File: config.mk
export PLATFORM = sky130hd
export DESIGN_NAME = alu_sweep_sequencer
export DESIGN_NICKNAME = d
export VERILOG_FILES = /design/src/rtl/alu_sweep_sequencer.sv
export SDC_FILE = /design/constraint.sdc
export NUM_CORES = 1
export LEC_CHECK = 0
export ABC_AREA = 1
export ABC_CLOCK_PERIOD_IN_PS = 3500
export CAP_MARGIN = 20
export CORE_MARGIN = 2
export CORE_UTILIZATION = 41
export DETAILED_ROUTE_END_ITERATION = 10
export GPL_TIMING_DRIVEN = 0
export PLACE_DENSITY = 0.93
export SYNTH_ARGS = -nofsm -noshare
export SYNTH_HDL_FRONTEND = slang
export SYNTH_SLANG_ARGS = --single-unit
File: constraint.sdc
create_clock -name clk -period 3.5 [get_ports clk]
set_input_delay 0.875 -clock clk [delete_from_list [all_inputs] [get_ports clk]]
set_output_delay 0.875 -clock clk [all_outputs]
set_load 0.005 [all_outputs]
File: src/rtl/alu_sweep_sequencer.sv
// rtl/alu_sweep_sequencer.sv - sweeps ALU_SEL over all opcodes for one operand pair and streams one result record per opcode
// Optional macro ALU_SEQ_OP_MASK_EN: restricts the sweep to opcodes enabled in in_sel_mask.
module alu_sweep_sequencer #(
  parameter int WIDTH = 32,
  parameter int SEL_W = 4
) (
  input  logic                  clk,
  input  logic                  rst_n,
  input  logic                  in_valid,
  output logic                  in_ready,
  input  logic [WIDTH-1:0]      in_a,
  input  logic [WIDTH-1:0]      in_b,
`ifdef ALU_SEQ_OP_MASK_EN
  input  logic [(1<<SEL_W)-1:0] in_sel_mask,
`endif
  output logic [WIDTH-1:0]      alu_a,
  output logic [WIDTH-1:0]      alu_b,
  output logic [SEL_W-1:0]      alu_sel,
  input  logic [WIDTH-1:0]      alu_out,
  input  logic                  alu_carry,
  input  logic                  alu_zero,
  input  logic                  alu_negative,
  input  logic                  alu_overflow,
  input  logic                  alu_underflow,
  output logic                  res_valid,
  input  logic                  res_ready,
  output logic [SEL_W-1:0]      res_sel,
  output logic [WIDTH-1:0]      res_data,
  output logic [4:0]            res_flags,
  output logic                  res_last,
  output logic                  busy
);
  localparam int NOPS = 1 << SEL_W;

  typedef enum logic [1:0] {IDLE, ISSUE, HOLD} state_t;

  state_t             state_q, state_d;
  logic               in_ready_q, in_ready_d;
  logic [WIDTH-1:0]   alu_a_q, alu_a_d, alu_b_q, alu_b_d;
  logic [SEL_W-1:0]   alu_sel_q, alu_sel_d;
  logic               res_valid_q, res_valid_d;
  logic [SEL_W-1:0]   res_sel_q, res_sel_d;
  logic [WIDTH-1:0]   res_data_q, res_data_d;
  logic [4:0]         res_flags_q, res_flags_d;
  logic               res_last_q, res_last_d;

  logic [NOPS-1:0]    accept_mask, sweep_mask;
  logic [SEL_W-1:0]   first_sel, next_sel;
  logic               has_next;

`ifdef ALU_SEQ_OP_MASK_EN
  logic [NOPS-1:0]    op_mask_q, op_mask_d;
  assign accept_mask = in_sel_mask;
  assign sweep_mask  = op_mask_q;
`else
  assign accept_mask = '1;
  assign sweep_mask  = '1;
`endif

  // Lowest enabled opcode for a new sweep, and lowest enabled opcode above the current one.
  always_comb begin
    first_sel = '0;
    next_sel  = alu_sel_q;
    has_next  = 1'b0;
    for (int i = NOPS - 1; i >= 0; i--) begin
      if (accept_mask[i]) first_sel = SEL_W'(i);
      if (sweep_mask[i] && (i > int'(alu_sel_q))) begin
        next_sel = SEL_W'(i);
        has_next = 1'b1;
      end
    end
  end

  always_comb begin
    state_d     = state_q;
    in_ready_d  = in_ready_q;
    alu_a_d     = alu_a_q;
    alu_b_d     = alu_b_q;
    alu_sel_d   = alu_sel_q;
    res_valid_d = res_valid_q;
    res_sel_d   = res_sel_q;
    res_data_d  = res_data_q;
    res_flags_d = res_flags_q;
    res_last_d  = res_last_q;
`ifdef ALU_SEQ_OP_MASK_EN
    op_mask_d   = op_mask_q;
`endif
    case (state_q)
      IDLE: begin
        if (in_valid) begin
          alu_a_d = in_a;
          alu_b_d = in_b;
`ifdef ALU_SEQ_OP_MASK_EN
          op_mask_d = in_sel_mask;
`endif
          // An empty mask consumes the operands but never leaves IDLE.
          if (|accept_mask) begin
            alu_sel_d  = first_sel;
            in_ready_d = 1'b0;
            state_d    = ISSUE;
          end
        end
      end
      ISSUE: begin
        res_data_d  = alu_out;
        res_flags_d = {alu_underflow, alu_overflow, alu_negative, alu_zero, alu_carry};
        res_sel_d   = alu_sel_q;
        res_last_d  = ~has_next;
        res_valid_d = 1'b1;
        state_d     = HOLD;
      end
      HOLD: begin
        if (res_ready) begin
          res_valid_d = 1'b0;
          res_last_d  = 1'b0;
          if (res_last_q) begin
            in_ready_d = 1'b1;
            state_d    = IDLE;
          end else begin
            alu_sel_d = next_sel;
            state_d   = ISSUE;
          end
        end
      end
      default: begin
        state_d    = IDLE;
        in_ready_d = 1'b1;
      end
    endcase
  end

  always_ff @(posedge clk or negedge rst_n) begin
    if (!rst_n) begin
      state_q     <= IDLE;
      in_ready_q  <= 1'b1;
      alu_a_q     <= '0;
      alu_b_q     <= '0;
      alu_sel_q   <= '0;
      res_valid_q <= 1'b0;
      res_sel_q   <= '0;
      res_data_q  <= '0;
      res_flags_q <= '0;
      res_last_q  <= 1'b0;
`ifdef ALU_SEQ_OP_MASK_EN
      op_mask_q   <= '0;
`endif
    end else begin
      state_q     <= state_d;
      in_ready_q  <= in_ready_d;
      alu_a_q     <= alu_a_d;
      alu_b_q     <= alu_b_d;
      alu_sel_q   <= alu_sel_d;
      res_valid_q <= res_valid_d;
      res_sel_q   <= res_sel_d;
      res_data_q  <= res_data_d;
      res_flags_q <= res_flags_d;
      res_last_q  <= res_last_d;
`ifdef ALU_SEQ_OP_MASK_EN
      op_mask_q   <= op_mask_d;
`endif
    end
  end

  assign in_ready  = in_ready_q;
  assign busy      = ~in_ready_q;
  assign alu_a     = alu_a_q;
  assign alu_b     = alu_b_q;
  assign alu_sel   = alu_sel_q;
  assign res_valid = res_valid_q;
  assign res_sel   = res_sel_q;
  assign res_data  = res_data_q;
  assign res_flags = res_flags_q;
  assign res_last  = res_last_q;

endmodule

; ---- Word level (Yosys, flattened, before mapping)
; Cells that the tools add are included.
[word_totals]
reg_bits = 114
latch_bits = 0
mem_bits_rw = 0
mem_bits_ro = 0
in_bits = 105
output_inout_bits = 113
wordCells = 88
n_memories = 0
[classes]
add_sub_neg = 0
mul = 0
div_mod_pow = 0
n_lt_le_gt_ge = 15
n_eq_ne = 7
shifts = 0
n_mux = 45
n_bitwise = 3
n_reduce_logical = 8
[ops]
columns = op, count
row1 = 4-bit 2-to-1 mux, 18
row2 = "4-bit > comparator, first input constant", 8
row3 = 1-bit 2-to-1 mux, 20
row4 = "3-bit by 4-bit > comparator with 1-bit output, first input constant", 4
row5 = "16-bit inequality test, second input constant", 1
row6 = "2-bit by 4-bit > comparator with 1-bit output, first input constant", 2
row7 = "2-bit inequality test, second input constant", 4
row8 = 4-bit one-hot mux with 2 select lines, 1
row9 = 2-bit one-hot mux with 3 select lines, 1
row10 = 2-bit AND reduction, 3
row11 = 5-bit AND reduction, 1
row12 = "1-bit by 4-bit > comparator with 1-bit output, first input constant", 1
row13 = 2-bit 2-to-1 mux, 2
row14 = 1-bit one-hot mux with 2 select lines, 2
row15 = 4-bit AND reduction, 1
row16 = 2-bit nonzero test, 2
row17 = 1-bit inverter, 3
row18 = 1-bit one-hot mux with 3 select lines, 1
row19 = "2-bit by 1-bit == test with 1-bit output, second input constant", 1
row20 = "2-bit == test, second input constant", 1
row21 = 2-bit zero test, 1

; ---- Longest topological paths before layout
[depth]
depth_word = 19
mapped_depth = 7
depth_no_buf = 7

; ---- Worst setup path after synthesis
; No wires, ideal clock.
[synth_path]
path_type = in2reg
start = input port res_ready
end = register alu_sel_q[2], in the netlist alu_sel[2]
setup_ps = 122
arrival_ps = 1337
required_time_ps = 3378
slack_ps = 2040
path_stages = 5
path_buffers = 0
cell_sequence = nand3_1 > nand2_1 > nand3_2 > nand2_1 > o21ai_1
[synth_via]
elab_chain_cells = 2
[synth_lines]
columns = element, line_no
row1 = from (decl), 26  ; input logic res_ready,
row2 = 2-bit inequality test (no source line), --
row3 = 5-bit AND reduction (no source line), --
row4 = to (signal assigned), 152  ; alu_sel_q <= alu_sel_d;
row5 = to (decl), 40  ; logic [SEL_W-1:0] alu_sel_q, alu_sel_d;
; Every way passes these cells.
; A chain may end at the register's enable or synchronous reset.

; ---- Worst setup path after layout
[layout_path]
start = register in_ready_q, in the netlist in_ready
end = output port in_ready
[layout_rtl]
columns = element, line_no
row1 = from (decl), 38  ; logic in_ready_q, in_ready_d;
row2 = from (signal assigned), 149  ; in_ready_q <= in_ready_d;
row3 = to (decl), 10  ; output logic in_ready,
; No word-level cell between the ends.

==> flow_summary.json <==
{
  "synth_xor_xnor_area_share": 0,
  "drt_iter0_drc": 156,
  "cts-buffers-inserted": 17,
  "n_antenna_cell": 0,
  "clock.fmax_mhz": 412,
  "cts_hold_buf": 0,
  "ant_nets": 0,
  "drcViolationCount": 0,
  "period_share": 0.694,
  "critPathLaunchType": "flip-flop",
  "multi_input_area_sq_um": 1370,
  "core-area_sq_um": 10700,
  "stdcell_area_sq_um": 7470,
  "final.fill_count": 764,
  "setup_viol": 0,
  "pwr-share-clk": 0.272,
  "finalPower_mw": 6.84,
  "cp.arrival_ns": 1.55,
  "synth_nets": 611,
  "tightest_slew_ns": 0.484,
  "track_usage": 0.226,
  "p_leak_nw": 3.70,
  "slowest_stage": "clkdlybuf4s50_1",
  "post_drt_wl_per_cell_um": 14.1,
  "crit_chain": "clkdlybuf4s50_1",
  "cpPeakStageDelay_ns": 0.53,
  "syn_avg_cell_area_sq_um": 8.81,
  "fin_util": 0.699,
  "grt_max_degree": 64,
  "grt_first_pass_wirelength_um": 20100,
  "cts_resized": 0,
  "yosysWarnings": 0,
  "root_buffer": "clkbuf_8",
  "cts_tree": "built",
  "p_seq_frac": 0.334,
  "post-route-min-period_ns": 2.43,
  "clock_sinks": 114,
  "synthMuxAreaShare": 0,
  "hold_viol": 0,
  "synth_seq_cells": 114,
  "dp_hpwl_um": 9360,
  "clk_latency_ns": 0.51,
  "drive_above_1_share": 0.0807,
  "via_count": 4113,
  "worstPathRequired_ns": 2.62,
  "start_util": 0.416,
  "synth_compound_area_frac": 0.0124,
  "max_cap_violations": 0,
  "cp_top_family": "buffers and inverters",
  "slew_headroom": 0.678,
  "status": "complete, no violations",
  "die_x_um": 108,
  "seq_area_sq_um": 2850,
  "netlist_area_sq_um": 4460,
  "post-cts-setup-buffer-count": 0,
  "io_buffer_count": 217,
  "die_y_um": 108,
  "placed_cell_area_sq_um": 6830,
  "grt_pass1_vias": 4193,
  "synth_top_family_by_area": "simple AND/OR/NAND/NOR gates",
  "rows": 38,
  "nNetsFinal": 848,
  "dieArea_sq_um": 11700,
  "power_frac_comb": 0.394,
  "p_sw_mw": 2.09,
  "grt.overflow.total": 0,
  "gp_congestion": 0.828,
  "crit_path_end_kind": "output port",
  "io_pins": 218,
  "dr.pass1.iters": 4,
  "crit_buf_inv": 1,
  "ctsHtreeMaxLevel": 4,
  "areaGrowthSynthToFinish_pct": 67.8,
  "powerDensity_nw_per_um2": 916,
  "antenna_found_initial": 0,
  "netlist_instances": 506,
  "yosys.area_share.simple": 0.296,
  "crit_fanout": 2,
  "p_int_mw": 4.75,
  "synthAdderAreaFrac": 0,
  "min_path_type": "input port to async pin",
  "wl_um": 12700,
  "peakVddDrop_mv": 0.473,
  "switching_share": 0.305,
  "cts_buffer_depth": 2,
  "rsz0062_at_grt": "false",
  "synth_cell_type_count": 17,
  "drv_slew": 0,
  "clkTransAtPathRegs_ns": 0.06,
  "path_class": "flip-flop to output port",
  "seq_area_frac_synth": 0.641,
  "vias_per_cell": 4.59,
  "finalClockSkew_ns": 0.00825
}
==> through the flow <==
stage,cells,setup TNS (ns),hold WS (ns),worst slack [ns]
floorplan,506,0,0.465,2.04
global placement,863,-317.14,0.453,-2.80
detailed placement,864,0,0.458,1.40
CTS,896,0,0.311,1.02
global route,896,0,0.321,1.01
finish,896,0,0.311,1.07
==> layout by cell type (no fill, tap or decap), drive strengths merged, types with 5 or more instances in the layout <==
master | synthesis | final
clkdlybuf4s50 | 0 | 216
nand3 | 5 | 5
nor2 | 5 | 5
nand2 | 331 | 331
bufinv | 0 | 5
clkbuf | 0 | 23
o21ai | 9 | 9
dfrtp | 113 | 113
buf | 23 | 25
inv | 14 | 14
==> per-layer routing <==
metal / GRT usage / vias up / wire length [um]
li1: - / 2018 / -
met1: 0.238 / 1914 / 4940
met2: 0.395 / 172 / 6220
met3: 0.102 / 9 / 1400
met4: 0.0861 / 0 / 91
met5: 0 / - / 0
==> sequential cells by signal, indices dropped and copies added, names as in the netlist <==
signal,cells
alu_b,32
state_q,2
res_valid,1
alu_sel,4
res_last,1
res_data,32
res_flags,5
res_sel,4
alu_a,32
in_ready,1
==> cell families (layout without fill, tap and decap cells) <==
group / count (synthesis) / in the layout
buf+inv: 37 / 287
simple gates: 344 / 344
compound gates: 11 / 11
flops: 114 / 114
==> worst reg2reg max path: stages (launching register included) <==
cell and delay (ns):
dfrtp_1 0.45, nor2_2 0.17, nand2_2 0.10, buf_4 0.18, buf_4 0.18, nand2_1 0.07, nand2_1 0.07
==> power by group through the flow <==
stage | combinational, mW | sequential, mW | clock (mW)
global route | 3.01 | 2.36 | 1.97
finish | 2.70 | 2.28 | 1.86
floorplan | 0.995 | 2.32 | 0
detailed placement | 2.72 | 2.29 | 0
CTS | 2.75 | 2.28 | 1.90
global placement | 2.65 | 2.27 | 0
==> final cells by class <==
| type | instances | area share |
|---|---|---|
| Tap cell | 140 | 0.0234 |
| Clock buffer | 23 | 0.0624 |
| Sequential cell | 114 | 0.382 |
| Multi-Input combinational cell | 355 | 0.184 |
| Inverter | 14 | 0.00703 |
| Buffer | 23 | 0.0236 |
| Timing Repair Buffer | 218 | 0.294 |
| Clock inverter | 9 | 0.0236 |
==> path summary, 6_finish.rpt <==
kind	start	end	slack [ns]	cells past startpoint
worst max-delay path	in_ready$_DFFE_PN1P_	in_ready	1.07	1
worst min-delay path	rst_n	res_data[22]$_DFFE_PN0P_	0.31	1
worst max register to register	state_q[1]$_DFFE_PN0P_	alu_b[29]$_DFFE_PN0P_	2.16	6
worst min register to register	res_data[30]$_DFFE_PN0P_	res_data[30]$_DFFE_PN0P_	0.47	2
max in group asynchronous	rst_n	in_ready$_DFFE_PN1P_	2.48	2
min in group clk	res_data[30]$_DFFE_PN0P_	res_data[30]$_DFFE_PN0P_	0.47	2
==> cells in the mapped netlist <==
cell / n / area (sq um)
nand2_2: 1 / 6.26
o21ai_1: 3 / 15.0
nand3_2: 1 / 10.0
buf_6: 5 / 56.3
inv_1: 12 / 45.0
dfstp_2: 1 / 26.3
o21ai_0: 6 / 30.0
buf_2: 6 / 30.0
nor2_2: 2 / 12.5
nand4_1: 3 / 18.8
nand3_1: 4 / 20.0
buf_4: 12 / 90.1
a21oi_1: 2 / 10.0
dfrtp_1: 113 / 2830
inv_2: 2 / 7.51
nor2_1: 3 / 11.3
nand2_1: 330 / 1240
Power figures use the tool's default switching activity.
